==> config.mk <==
export PLATFORM = sky130hd
export DESIGN_NAME = median_ctrl
export DESIGN_NICKNAME = d
export VERILOG_FILES = /design/src/rtl/median_pkg.sv /design/src/rtl/median_9.sv /design/src/rtl/median_ctrl.sv
export SDC_FILE = /design/constraint.sdc
export NUM_CORES = 1
export LEC_CHECK = 0
export CAP_MARGIN = 20
export CORE_ASPECT_RATIO = 1.1
export CORE_MARGIN = 4
export CORE_UTILIZATION = 30
export DETAILED_ROUTE_END_ITERATION = 7
export PLACE_DENSITY = 0.45
export SYNTH_ARGS = -nofsm -noshare
export SYNTH_HDL_FRONTEND = slang
export SYNTH_HIERARCHICAL = 1
export SYNTH_SLANG_ARGS = --single-unit
==> constraint.sdc <==
create_clock -name clk -period 30.3 [get_ports clk]
set_input_delay 6.06 -clock clk [delete_from_list [all_inputs] [get_ports clk]]
set_output_delay 6.06 -clock clk [all_outputs]
set_load 0.005 [all_outputs]
==> src/rtl/median_pkg.sv <==
// Shared definitions for the 3x3 median filter controller.
//   state_t       : controller FSM encoding (IDLE/FETCH/DRAIN/DONE)
//   WIN_DIM/SIZE  : 3x3 window geometry (9 taps, i0..i8 row-major)
//   RESULT_LAT    : cycles from a window's last fetch slot to out_valid
//   MEDIAN_STAGES : register stages inside median_9
//   win_t         : packed 9-entry pixel window
//   min2/max2/med3: byte compare helpers used by median_9
package median_pkg;

  typedef enum logic [1:0] {
    ST_IDLE  = 2'd0,
    ST_FETCH = 2'd1,
    ST_DRAIN = 2'd2,
    ST_DONE  = 2'd3
  } state_t;

  localparam int WIN_DIM       = 3;
  localparam int WIN_SIZE      = 9;
  localparam int RESULT_LAT    = 4;
  localparam int MEDIAN_STAGES = 2;

  typedef logic [WIN_SIZE-1:0][7:0] win_t;

  function automatic logic [7:0] min2(input logic [7:0] a, input logic [7:0] b);
    return (a < b) ? a : b;
  endfunction

  function automatic logic [7:0] max2(input logic [7:0] a, input logic [7:0] b);
    return (a < b) ? b : a;
  endfunction

  function automatic logic [7:0] med3(input logic [7:0] a, input logic [7:0] b,
                                      input logic [7:0] c);
    return max2(min2(a, b), min2(max2(a, b), c));
  endfunction

endpackage

==> src/rtl/median_9.sv <==
// median_9: two-stage pipelined median of nine bytes.
//   Stage 1 sorts each 3-entry row into low/mid/high.
//   Stage 2 takes med3(max of lows, med of mids, min of highs), which is
//   the median of all nine values.
// Ports:
//   clk   : rising-edge clock
//   rst_n : asynchronous active-low reset
//   win   : nine input bytes (i0..i8)
//   med   : registered median, valid two cycles after win
module median_9
  import median_pkg::*;
(
  input  logic       clk,
  input  logic       rst_n,
  input  win_t       win,
  output logic [7:0] med
);

  logic [7:0] row_lo  [WIN_DIM];
  logic [7:0] row_mid [WIN_DIM];
  logic [7:0] row_hi  [WIN_DIM];

  logic [7:0] lo_reg  [WIN_DIM];
  logic [7:0] mid_reg [WIN_DIM];
  logic [7:0] hi_reg  [WIN_DIM];

  genvar gi;
  generate
    for (gi = 0; gi < WIN_DIM; gi++) begin : g_row
      assign row_lo[gi]  = min2(min2(win[gi*3], win[gi*3+1]), win[gi*3+2]);
      assign row_mid[gi] = med3(win[gi*3], win[gi*3+1], win[gi*3+2]);
      assign row_hi[gi]  = max2(max2(win[gi*3], win[gi*3+1]), win[gi*3+2]);
    end
  endgenerate

  always_ff @(posedge clk or negedge rst_n) begin
    if (!rst_n) begin
      for (int r = 0; r < WIN_DIM; r++) begin
        lo_reg[r]  <= '0;
        mid_reg[r] <= '0;
        hi_reg[r]  <= '0;
      end
      med <= '0;
    end else begin
      for (int r = 0; r < WIN_DIM; r++) begin
        lo_reg[r]  <= row_lo[r];
        mid_reg[r] <= row_mid[r];
        hi_reg[r]  <= row_hi[r];
      end
      med <= med3(max2(max2(lo_reg[0], lo_reg[1]), lo_reg[2]),
                  med3(mid_reg[0], mid_reg[1], mid_reg[2]),
                  min2(min2(hi_reg[0], hi_reg[1]), hi_reg[2]));
    end
  end

endmodule

==> src/rtl/median_ctrl.sv <==
// median_ctrl: streams an IMG_W x IMG_H image from SRAM through a 3x3
// zero-padded median filter, producing one result per pixel in raster order.
// Optional build macro: MEDIAN_COL_REUSE_EN -- for x>0 only the new right
// column (3 reads) is fetched and the window is shifted left; otherwise all
// nine taps are fetched for every pixel. Results are identical either way.
// Ports:
//   clk, rst_n          : clock, asynchronous active-low reset
//   start               : one-cycle frame request (ignored unless idle)
//   busy, done          : frame in progress / one-cycle completion pulse
//   mem_ren, mem_addr   : SRAM read request, row-major address (0 when idle)
//   mem_rdata           : SRAM data, one cycle after mem_ren
//   out_valid           : one pulse per output pixel
//   out_data, out_addr  : median value and its raster address
module median_ctrl
  import median_pkg::*;
#(
  parameter int IMG_W  = 8,
  parameter int IMG_H  = 8,
  parameter int ADDR_W = 6
) (
  input  logic              clk,
  input  logic              rst_n,
  input  logic              start,
  output logic              busy,
  output logic              done,
  output logic              mem_ren,
  output logic [ADDR_W-1:0] mem_addr,
  input  logic [7:0]        mem_rdata,
  output logic              out_valid,
  output logic [7:0]        out_data,
  output logic [ADDR_W-1:0] out_addr
);

`ifdef MEDIAN_COL_REUSE_EN
  localparam bit COL_REUSE = 1'b1;
`else
  localparam bit COL_REUSE = 1'b0;
`endif

  localparam logic [ADDR_W-1:0] X_MAX = ADDR_W'(IMG_W - 1);
  localparam logic [ADDR_W-1:0] Y_MAX = ADDR_W'(IMG_H - 1);

  // ---------------------------------------------------------------- FSM
  state_t state_reg, state_next;
  logic   fetching;
  logic   frame_last;
  logic   out_last;

  always_ff @(posedge clk or negedge rst_n) begin
    if (!rst_n) state_reg <= ST_IDLE;
    else        state_reg <= state_next;
  end

  always_comb begin
    state_next = state_reg;
    unique case (state_reg)
      ST_IDLE:  if (start) state_next = ST_FETCH;
      ST_FETCH: if (frame_last) state_next = ST_DRAIN;
      ST_DRAIN: if (out_valid && out_last) state_next = ST_DONE;
      ST_DONE:  state_next = ST_IDLE;
      default:  state_next = ST_IDLE;
    endcase
  end

  always_comb begin
    busy     = (state_reg == ST_FETCH) || (state_reg == ST_DRAIN);
    done     = (state_reg == ST_DONE);
    fetching = (state_reg == ST_FETCH);
  end

  // ------------------------------------------------------ fetch counters
  // (x,y) is the output pixel, (r,c) the window tap being fetched this slot.
  logic [ADDR_W-1:0] x_reg, x_next, y_reg, y_next, pix_reg, pix_next;
  logic [1:0]        r_reg, r_next, c_reg, c_next;
  logic              win_last;
  logic              reuse_win;
  logic              slot_shift;
  logic [3:0]        slot_idx;

  always_comb begin
    win_last   = (r_reg == 2'd2) && (c_reg == 2'd2);
    reuse_win  = COL_REUSE && (x_reg != '0);
    // first slot of a reuse window: shift old columns left as its data lands
    slot_shift = reuse_win && (r_reg == 2'd0);
    frame_last = fetching && win_last && (x_reg == X_MAX) && (y_reg == Y_MAX);
    slot_idx   = 4'(r_reg) * 4'd3 + 4'(c_reg);
  end

  always_comb begin
    x_next   = x_reg;
    y_next   = y_reg;
    pix_next = pix_reg;
    r_next   = r_reg;
    c_next   = c_reg;
    if (state_reg == ST_IDLE && start) begin
      x_next   = '0;
      y_next   = '0;
      pix_next = '0;
      r_next   = '0;
      c_next   = '0;
    end else if (fetching) begin
      if (win_last) begin
        r_next   = '0;
        pix_next = frame_last ? '0 : pix_reg + 1'b1;
        if (x_reg == X_MAX) begin
          x_next = '0;
          y_next = (y_reg == Y_MAX) ? '0 : y_reg + 1'b1;
        end else begin
          x_next = x_reg + 1'b1;
        end
        // next window starts on its right column when it can reuse columns
        c_next = (COL_REUSE && (x_reg != X_MAX)) ? 2'd2 : 2'd0;
      end else if (reuse_win) begin
        r_next = r_reg + 2'd1;
      end else if (c_reg == 2'd2) begin
        c_next = '0;
        r_next = r_reg + 2'd1;
      end else begin
        c_next = c_reg + 2'd1;
      end
    end
  end

  always_ff @(posedge clk or negedge rst_n) begin
    if (!rst_n) begin
      x_reg   <= '0;
      y_reg   <= '0;
      pix_reg <= '0;
      r_reg   <= '0;
      c_reg   <= '0;
    end else begin
      x_reg   <= x_next;
      y_reg   <= y_next;
      pix_reg <= pix_next;
      r_reg   <= r_next;
      c_reg   <= c_next;
    end
  end

  // ---------------------------------------------------- SRAM request
  int   nx;
  int   ny;
  logic in_img;

  always_comb begin
    nx       = int'(x_reg) + int'(c_reg) - 1;
    ny       = int'(y_reg) + int'(r_reg) - 1;
    in_img   = fetching && (nx >= 0) && (nx < IMG_W) && (ny >= 0) && (ny < IMG_H);
    mem_ren  = in_img;
    mem_addr = in_img ? ADDR_W'(ny * IMG_W + nx) : '0;
  end

  // ----------------------------------------- load stage (data returns)
  logic              ld_valid_reg, ld_pad_reg, ld_shift_reg, ld_last_reg, ld_plast_reg;
  logic [3:0]        ld_idx_reg;
  logic [ADDR_W-1:0] ld_addr_reg;

  always_ff @(posedge clk or negedge rst_n) begin
    if (!rst_n) begin
      ld_valid_reg <= 1'b0;
      ld_pad_reg   <= 1'b0;
      ld_shift_reg <= 1'b0;
      ld_last_reg  <= 1'b0;
      ld_plast_reg <= 1'b0;
      ld_idx_reg   <= '0;
      ld_addr_reg  <= '0;
    end else begin
      ld_valid_reg <= fetching;
      ld_pad_reg   <= !in_img;
      ld_shift_reg <= fetching && slot_shift;
      ld_last_reg  <= fetching && win_last;
      ld_plast_reg <= frame_last;
      ld_idx_reg   <= slot_idx;
      ld_addr_reg  <= pix_reg;
    end
  end

  // ------------------------------------------- window and snapshot
  win_t              win_reg, win_next;
  win_t              snap_reg;
  logic              snap_valid_reg, snap_last_reg;
  logic [ADDR_W-1:0] snap_addr_reg;
  logic [7:0]        load_data;

  always_comb begin
    load_data = ld_pad_reg ? 8'd0 : mem_rdata;
    win_next  = win_reg;
    if (ld_valid_reg) begin
      if (ld_shift_reg) begin
        for (int r = 0; r < WIN_DIM; r++) begin
          win_next[r*3]   = win_reg[r*3+1];
          win_next[r*3+1] = win_reg[r*3+2];
        end
      end
      win_next[ld_idx_reg] = load_data;
    end
  end

  // The snapshot takes win_next so the final tap is forwarded in the same
  // cycle it arrives; the next window may then overwrite win_reg freely.
  always_ff @(posedge clk or negedge rst_n) begin
    if (!rst_n) begin
      win_reg        <= '0;
      snap_reg       <= '0;
      snap_valid_reg <= 1'b0;
      snap_last_reg  <= 1'b0;
      snap_addr_reg  <= '0;
    end else begin
      win_reg        <= win_next;
      snap_valid_reg <= ld_valid_reg && ld_last_reg;
      if (ld_valid_reg && ld_last_reg) begin
        snap_reg      <= win_next;
        snap_last_reg <= ld_plast_reg;
        snap_addr_reg <= ld_addr_reg;
      end
    end
  end

  // ------------------------------------ median and matching delay line
  median_9 u_median (
    .clk   (clk),
    .rst_n (rst_n),
    .win   (snap_reg),
    .med   (out_data)
  );

  logic [MEDIAN_STAGES-1:0]             v_pipe;
  logic [MEDIAN_STAGES-1:0]             l_pipe;
  logic [MEDIAN_STAGES-1:0][ADDR_W-1:0] a_pipe;

  always_ff @(posedge clk or negedge rst_n) begin
    if (!rst_n) begin
      v_pipe <= '0;
      l_pipe <= '0;
      a_pipe <= '0;
    end else begin
      v_pipe <= {v_pipe[MEDIAN_STAGES-2:0], snap_valid_reg};
      l_pipe <= {l_pipe[MEDIAN_STAGES-2:0], snap_valid_reg && snap_last_reg};
      a_pipe <= {a_pipe[MEDIAN_STAGES-2:0], snap_addr_reg};
    end
  end

  assign out_valid = v_pipe[MEDIAN_STAGES-1];
  assign out_last  = l_pipe[MEDIAN_STAGES-1];
  assign out_addr  = a_pipe[MEDIAN_STAGES-1];

endmodule

# Word level (Yosys, flattened, before mapping)
# Index checks and enable logic that the tools add are counted.
[word_totals]
register_bits = 286
in_bits = 11
word_cells = 185
[op_classes]
addsub = 11
n_mul = 1
n_lt_le_gt_ge = 28
n_eq_ne = 10
n_mux = 64
n_reduce_logical = 24
[ops]
columns = ["op", "n"]
rows = [
  ["two-way mux 8 bit", 32],
  ["< comparator 8 bit", 22],
  ["two-way mux 6 bit", 14],
  ["bitwise mux 72 bit", 1],
  ["two-way mux 72 bit", 1],
  ["two-way mux 16 bit", 3],
  ["demux 8 bit (select 4 bit)", 1],
  ["two-way mux 2 bit", 11],
  ["adder 6 x 1 -> 6 bit (second input constant)", 3],
  [">= comparator 8 x 1 -> 1 bit (second input constant)", 2],
  ["< comparator 8 x 5 -> 1 bit (second input constant)", 2],
  ["subtractor 7 x 1 -> 8 bit (second input constant)", 2],
  ["adder 6 x 2 -> 7 bit", 2],
  ["logical AND 1 bit", 13],
  ["equality test 6 x 3 -> 1 bit (second input constant)", 2],
  ["equality test 2 bit (second input constant)", 4],
  ["case mux 2 bit (4 select lines)", 1],
  ["adder 6 bit", 1],
  ["AND reduction 3 bit", 2],
  ["nonzero test 2 bit", 3],
  ["< comparator 4 x 5 -> 1 bit (second input constant)", 1],
  ["adder 2 x 1 -> 2 bit (second input constant)", 2],
  ["adder 4 x 2 -> 4 bit", 1],
  [">= comparator 4 x 1 -> 1 bit (second input constant)", 1],
  ["other kinds (9)", 11],
]

# Logic depth before layout (Yosys ltp)
[logic_depth]
depth_word = 12
depth_mapped = 55

# By module
# Netlist, hierarchy kept.
[modules_own_cells]
columns = ["module", "instances", "cells_each", "area_each_um2"]
rows = [
  ["median_9", 1, 1045, 8859.7],
  ["median_ctrl", 1, 652, 8618.3],
]

# Least setup slack after synthesis
# No wires, ideal clock.
[synth_timing]
kind = "register -> register"
startpoint = "register u_median/mid_reg[10] (netlist bit)"
endpoint = "register u_median.med[0]"
arrival_time_ps = 10981
slack_ps = 19195
stages_incl_launch_ff = 53
path_buffers = 7
synth_period_minus_slack_ps = 11105
cell_sequence = "dfrtp_1 > clkbuf_1 > inv_1 > ha_1 > a21o_1 > a31oi_2 > o21a_4 > buf_2 > buf_1 > mux2_2 > ha_1 > nand4_1 > a2111oi_0 > o211ai_1 > o211ai_2 > buf_2 > mux2i_1 > ha_1 > [... 17 more ...] > ha_1 > a21oi_1 > nor2b_1 > o21ai_0 > nand2b_1 > a21oi_1 > nand2b_1 > a211oi_1 > a31o_1 > buf_4 > mux2i_1 > ha_1 > a211oi_1 > nand3b_1 > a2111oi_1 > o41ai_2 > mux2_2 > a211o_1"
[synth_between]
elab_chain_cells = 12
[synth_rtl]
columns = ["element", "line", "source"]
rows = [
  ["from (decl)", "median_9.sv:24", "logic [7:0] mid_reg [WIN_DIM];"],
  ["from (signal, indexed assignment)", "median_9.sv:47", "mid_reg[r] <= row_mid[r];"],
  ["< comparator 8 bit", "median_pkg.sv:25, median_pkg.sv:29", ""],
  ["two-way mux 8 bit", "median_pkg.sv:29", "return (a < b) ? b : a;"],
  ["< comparator 8 bit", "median_pkg.sv:25", "return (a < b) ? a : b;"],
  ["two-way mux 8 bit", "median_pkg.sv:25", ""],
  ["< comparator 8 bit", "median_pkg.sv:29", ""],
  ["two-way mux 8 bit (*)", "median_pkg.sv:29", ""],
  ["< comparator 8 bit", "median_pkg.sv:25, median_pkg.sv:29", ""],
  ["two-way mux 8 bit", "median_pkg.sv:29", ""],
  ["< comparator 8 bit", "median_pkg.sv:25", ""],
  ["two-way mux 8 bit", "median_pkg.sv:25", ""],
  ["< comparator 8 bit", "median_pkg.sv:29", ""],
  ["two-way mux 8 bit (*)", "median_pkg.sv:29", ""],
  ["to (signal assigned)", "median_9.sv:50", "med <= med3(max2(max2(lo_reg[0], lo_reg[1]), lo_reg[2]),"],
  ["to (decl)", "median_9.sv:16", "output logic [7:0] med"],
]
# Mark *: on every way between the ends. The rest lies on a longest branch, timed or not.
# A chain may end at the register's enable or synchronous reset.

# Worst setup path after layout
# Ends and elaborated chain as after synthesis.

==> impl_metrics.json <==
{
  "status": "finished clean",
  "maxSlewHeadroom_pct": 25.3,
  "r2r_slack_ps": 17640,
  "chipHeight_microns": 261,
  "cts_root_buf": "clkbuf_16",
  "setup.worst_path.end_class": "flip-flop",
  "viasPerCell": 4.83,
  "pwr-share-clk_pct": 51.5,
  "numCtsBuffers": 36,
  "syn_area_sq_um": 17500,
  "maxCapViolCount": 0,
  "hp-class": "flip-flop to flip-flop",
  "insertion_delay_ps": 560,
  "wl_per_cell_microns": 17.8,
  "final_net_count": 1925,
  "ys.warnings.count": 6,
  "cp_max_fo": 32,
  "grt-ovfl-total": 0,
  "synth.largest_area_cell": "dfrtp_1",
  "cts_resized": 0,
  "ys_ff_latch": 286,
  "netlist_top_cells_area": "dfrtp_1 (41%), ha_1 (13%), mux2_2 (9.6%)",
  "vias": 12100,
  "io_pins": 35,
  "grt_pass1_wl_mm": 71.0,
  "syn_to_final_growth_pct": 13.3,
  "hpwl_mm": 33.8,
  "ant_nets": 0,
  "die_w_microns": 238,
  "core_area_sq_um": 57600,
  "initial_core_util_pct": 30.4,
  "final_common_cell": "dfrtp_1",
  "fin_crit_ps": 12660,
  "synth_edf_count": 0,
  "tns_ps": 0,
  "antenna_found_initial": 1,
  "timing.rr.start": "u_median/mid_reg[10]",
  "r2r_cells": 44,
  "hold_end": "v_pipe[1]",
  "cp.required_ps": 30750,
  "num_rows": 92,
  "netlist.area_leader.share_pct": 40.9,
  "drc": 0,
  "grt_max_degree": 78,
  "seqPwrFrac_pct": 47.2,
  "power.density_nw_per_um2": 40.9,
  "avgSynthCellArea_sq_um": 10.3,
  "async_flop_share_pct": 100,
  "clk_pin_slew_ps": 70,
  "finalHoldViolations": 0,
  "ys_types": 82,
  "place_congestion": 0.827,
  "setup_violations": 0,
  "drv_slew": 0,
  "worstPathArrival_ps": 13100,
  "finalInstanceArea_sq_um": 19800,
  "yosysSeqAreaShare_pct": 40.9,
  "rsz0062_at_grt": "no",
  "htree_levels": 2,
  "fin_crit_sh_pct": 41.8,
  "io_buffers": 34,
  "netlist_instances": 1697,
  "drive_gt1_share_pct": 16.3,
  "fin_worst_skew_ps": 24.6,
  "fill_cells": 5814,
  "switchingPower_w": 0.000182,
  "ys.flop_type": "dfrtp_1",
  "critical_path_class": "flip-flop to flip-flop",
  "grtUsageTotal_pct": 14.4,
  "syn_nets": 1897,
  "cts_tree": "yes",
  "final_cell_mix": "dfrtp_1 (286), ha_1 (184), inv_1 (178)",
  "peakVddDrop_mv": 0.0361,
  "max_clock_freq_ghz": 0.0790,
  "ctsHoldBuffers": 0,
  "hold_depth": 0,
  "seqCellArea_sq_um": 7160,
  "r2r-end": "u_median/med[0]",
  "multi_input_area_sq_um": 9390,
  "switching_share_pct": 22.5,
  "cp-start-kind": "flip-flop",
  "wl_mm": 44.6,
  "hp-start": "v_pipe[0]",
  "n_antenna_cell": 0,
  "crit_top_cell": "ha_1",
  "postCtsSetupRepairBufs": 0,
  "power_frac_comb_pct": 1.3,
  "cts.sinks": 286,
  "crit_path_top_delay_cell": "a2111oi_0",
  "placed_area_sq_um": 18600,
  "firstDrtPassIters": 5,
  "clockBufferDepth": 3,
  "p_int_w": 0.000628,
  "dieArea_sq_um": 62200,
  "drtIter0Drc": 603,
  "p_leak_nw": 9.45,
  "cp_slowest_stage_delay_ps": 920,
  "grt_pass1_vias": 12600,
  "tightest_slew_ps": 1090
}
## cells by family (layout without fill, tap and decap cells)
group                      after synthesis  in the layout  share of synthesized area [%]
buffers and inverters                  236            292                           5.45
xor gates and xnor gates                20             20                           1.00
DFF                                    286            286                           40.9
and+or+nand+nor                        365            365                           10.4
muxes                                  244            244                           15.3
adders and majority gates              190            190                           13.8
AOI/OAI and AO/OA                      356            356                           13.1
## how the worst max path moves through the flow
stage	from	to	slack [ps]	cells past startpoint
finish	u_median/mid_reg[10]	u_median/med[0]	17640	44
global route	u_median/mid_reg[10]	u_median/med[0]	16530	44
CTS	u_median/mid_reg[10]	u_median/med[0]	17540	44
detailed placement	u_median/mid_reg[10]	u_median/med[0]	17570	44
global placement	u_median/mid_reg[10]	u_median/med[0]	17810	44
floorplan	u_median/mid_reg[10]	u_median/med[0]	19200	52
## worst max-delay path, delay by kind of cell (launching register included)
| family | cells | cell delay, ps |
|---|---|---|
| DFF | 1 | 490 |
| and+or+nand+nor | 8 | 930 |
| adders and majority gates | 6 | 1840 |
| AOI/OAI and AO/OA | 22 | 7270 |
| buffers and inverters | 3 | 420 |
| muxes | 5 | 1590 |
## metrics by stage
step                hold slack [ps]  setup WS, ps  cells  total power (W)  util (%)
floorplan                       331         19200   1697         0.000389         -
global placement                335         17810   2437         0.000399      32.3
detailed placement              335         17570   2437         0.000399      32.3
CTS                             346         17540   2503         0.000828      34.3
global route                    358         16530   2505         0.000845      34.4
finish                          344         17640   2505         0.000810      34.4
## synth_stat cells, types with 9 or more instances
library cell / count
a21o_1: 42
a21oi_1: 109
a31oi_1: 9
and2_1: 9
and3_1: 13
buf_2: 11
clkbuf_1: 32
dfrtp_1: 286
ha_1: 184
inv_1: 178
mux2_2: 149
mux2i_1: 85
nand2_1: 105
nand2b_1: 21
nand3_1: 18
nand4_1: 14
nor2_1: 106
nor2b_1: 12
nor3_1: 18
o21ai_0: 92
o21ai_1: 17
xnor2_1: 11
xor2_1: 9
## final cells by class
class                   count  area share [%]
flip-flops and latches    286            36.1
clock buffers              47            5.01
repair buffers             47            2.44
multi-input cells        1175            47.4
clock inverters            19           0.872
well taps                 752            4.75
inverters                 179            3.39
## power groups by stage
| stage | registers (W) | clock network, W | logic (W) |
|---|---|---|---|
| 5_1_grt | 0.000382 | 0.000451 | 0.0000125 |
| 3_3_place_gp | 0.000389 | 0 | 0.0000101 |
| 3_5_place_dp | 0.000389 | 0 | 0.0000104 |
| 6_report | 0.000382 | 0.000417 | 0.0000105 |
| 4_1_cts | 0.000382 | 0.000436 | 0.0000104 |
| 2_1_floorplan | 0.000389 | 0 | 0.000000270 |
## metal layers
metal | wire [microns] | track usage [%]
met1 | 21000 | 19.4
met4 | 1120 | 4.23
met3 | 1560 | 2.69
met2 | 20900 | 23.8
met5 | 0 | 0.311
(Power assumes the default switching activity.)
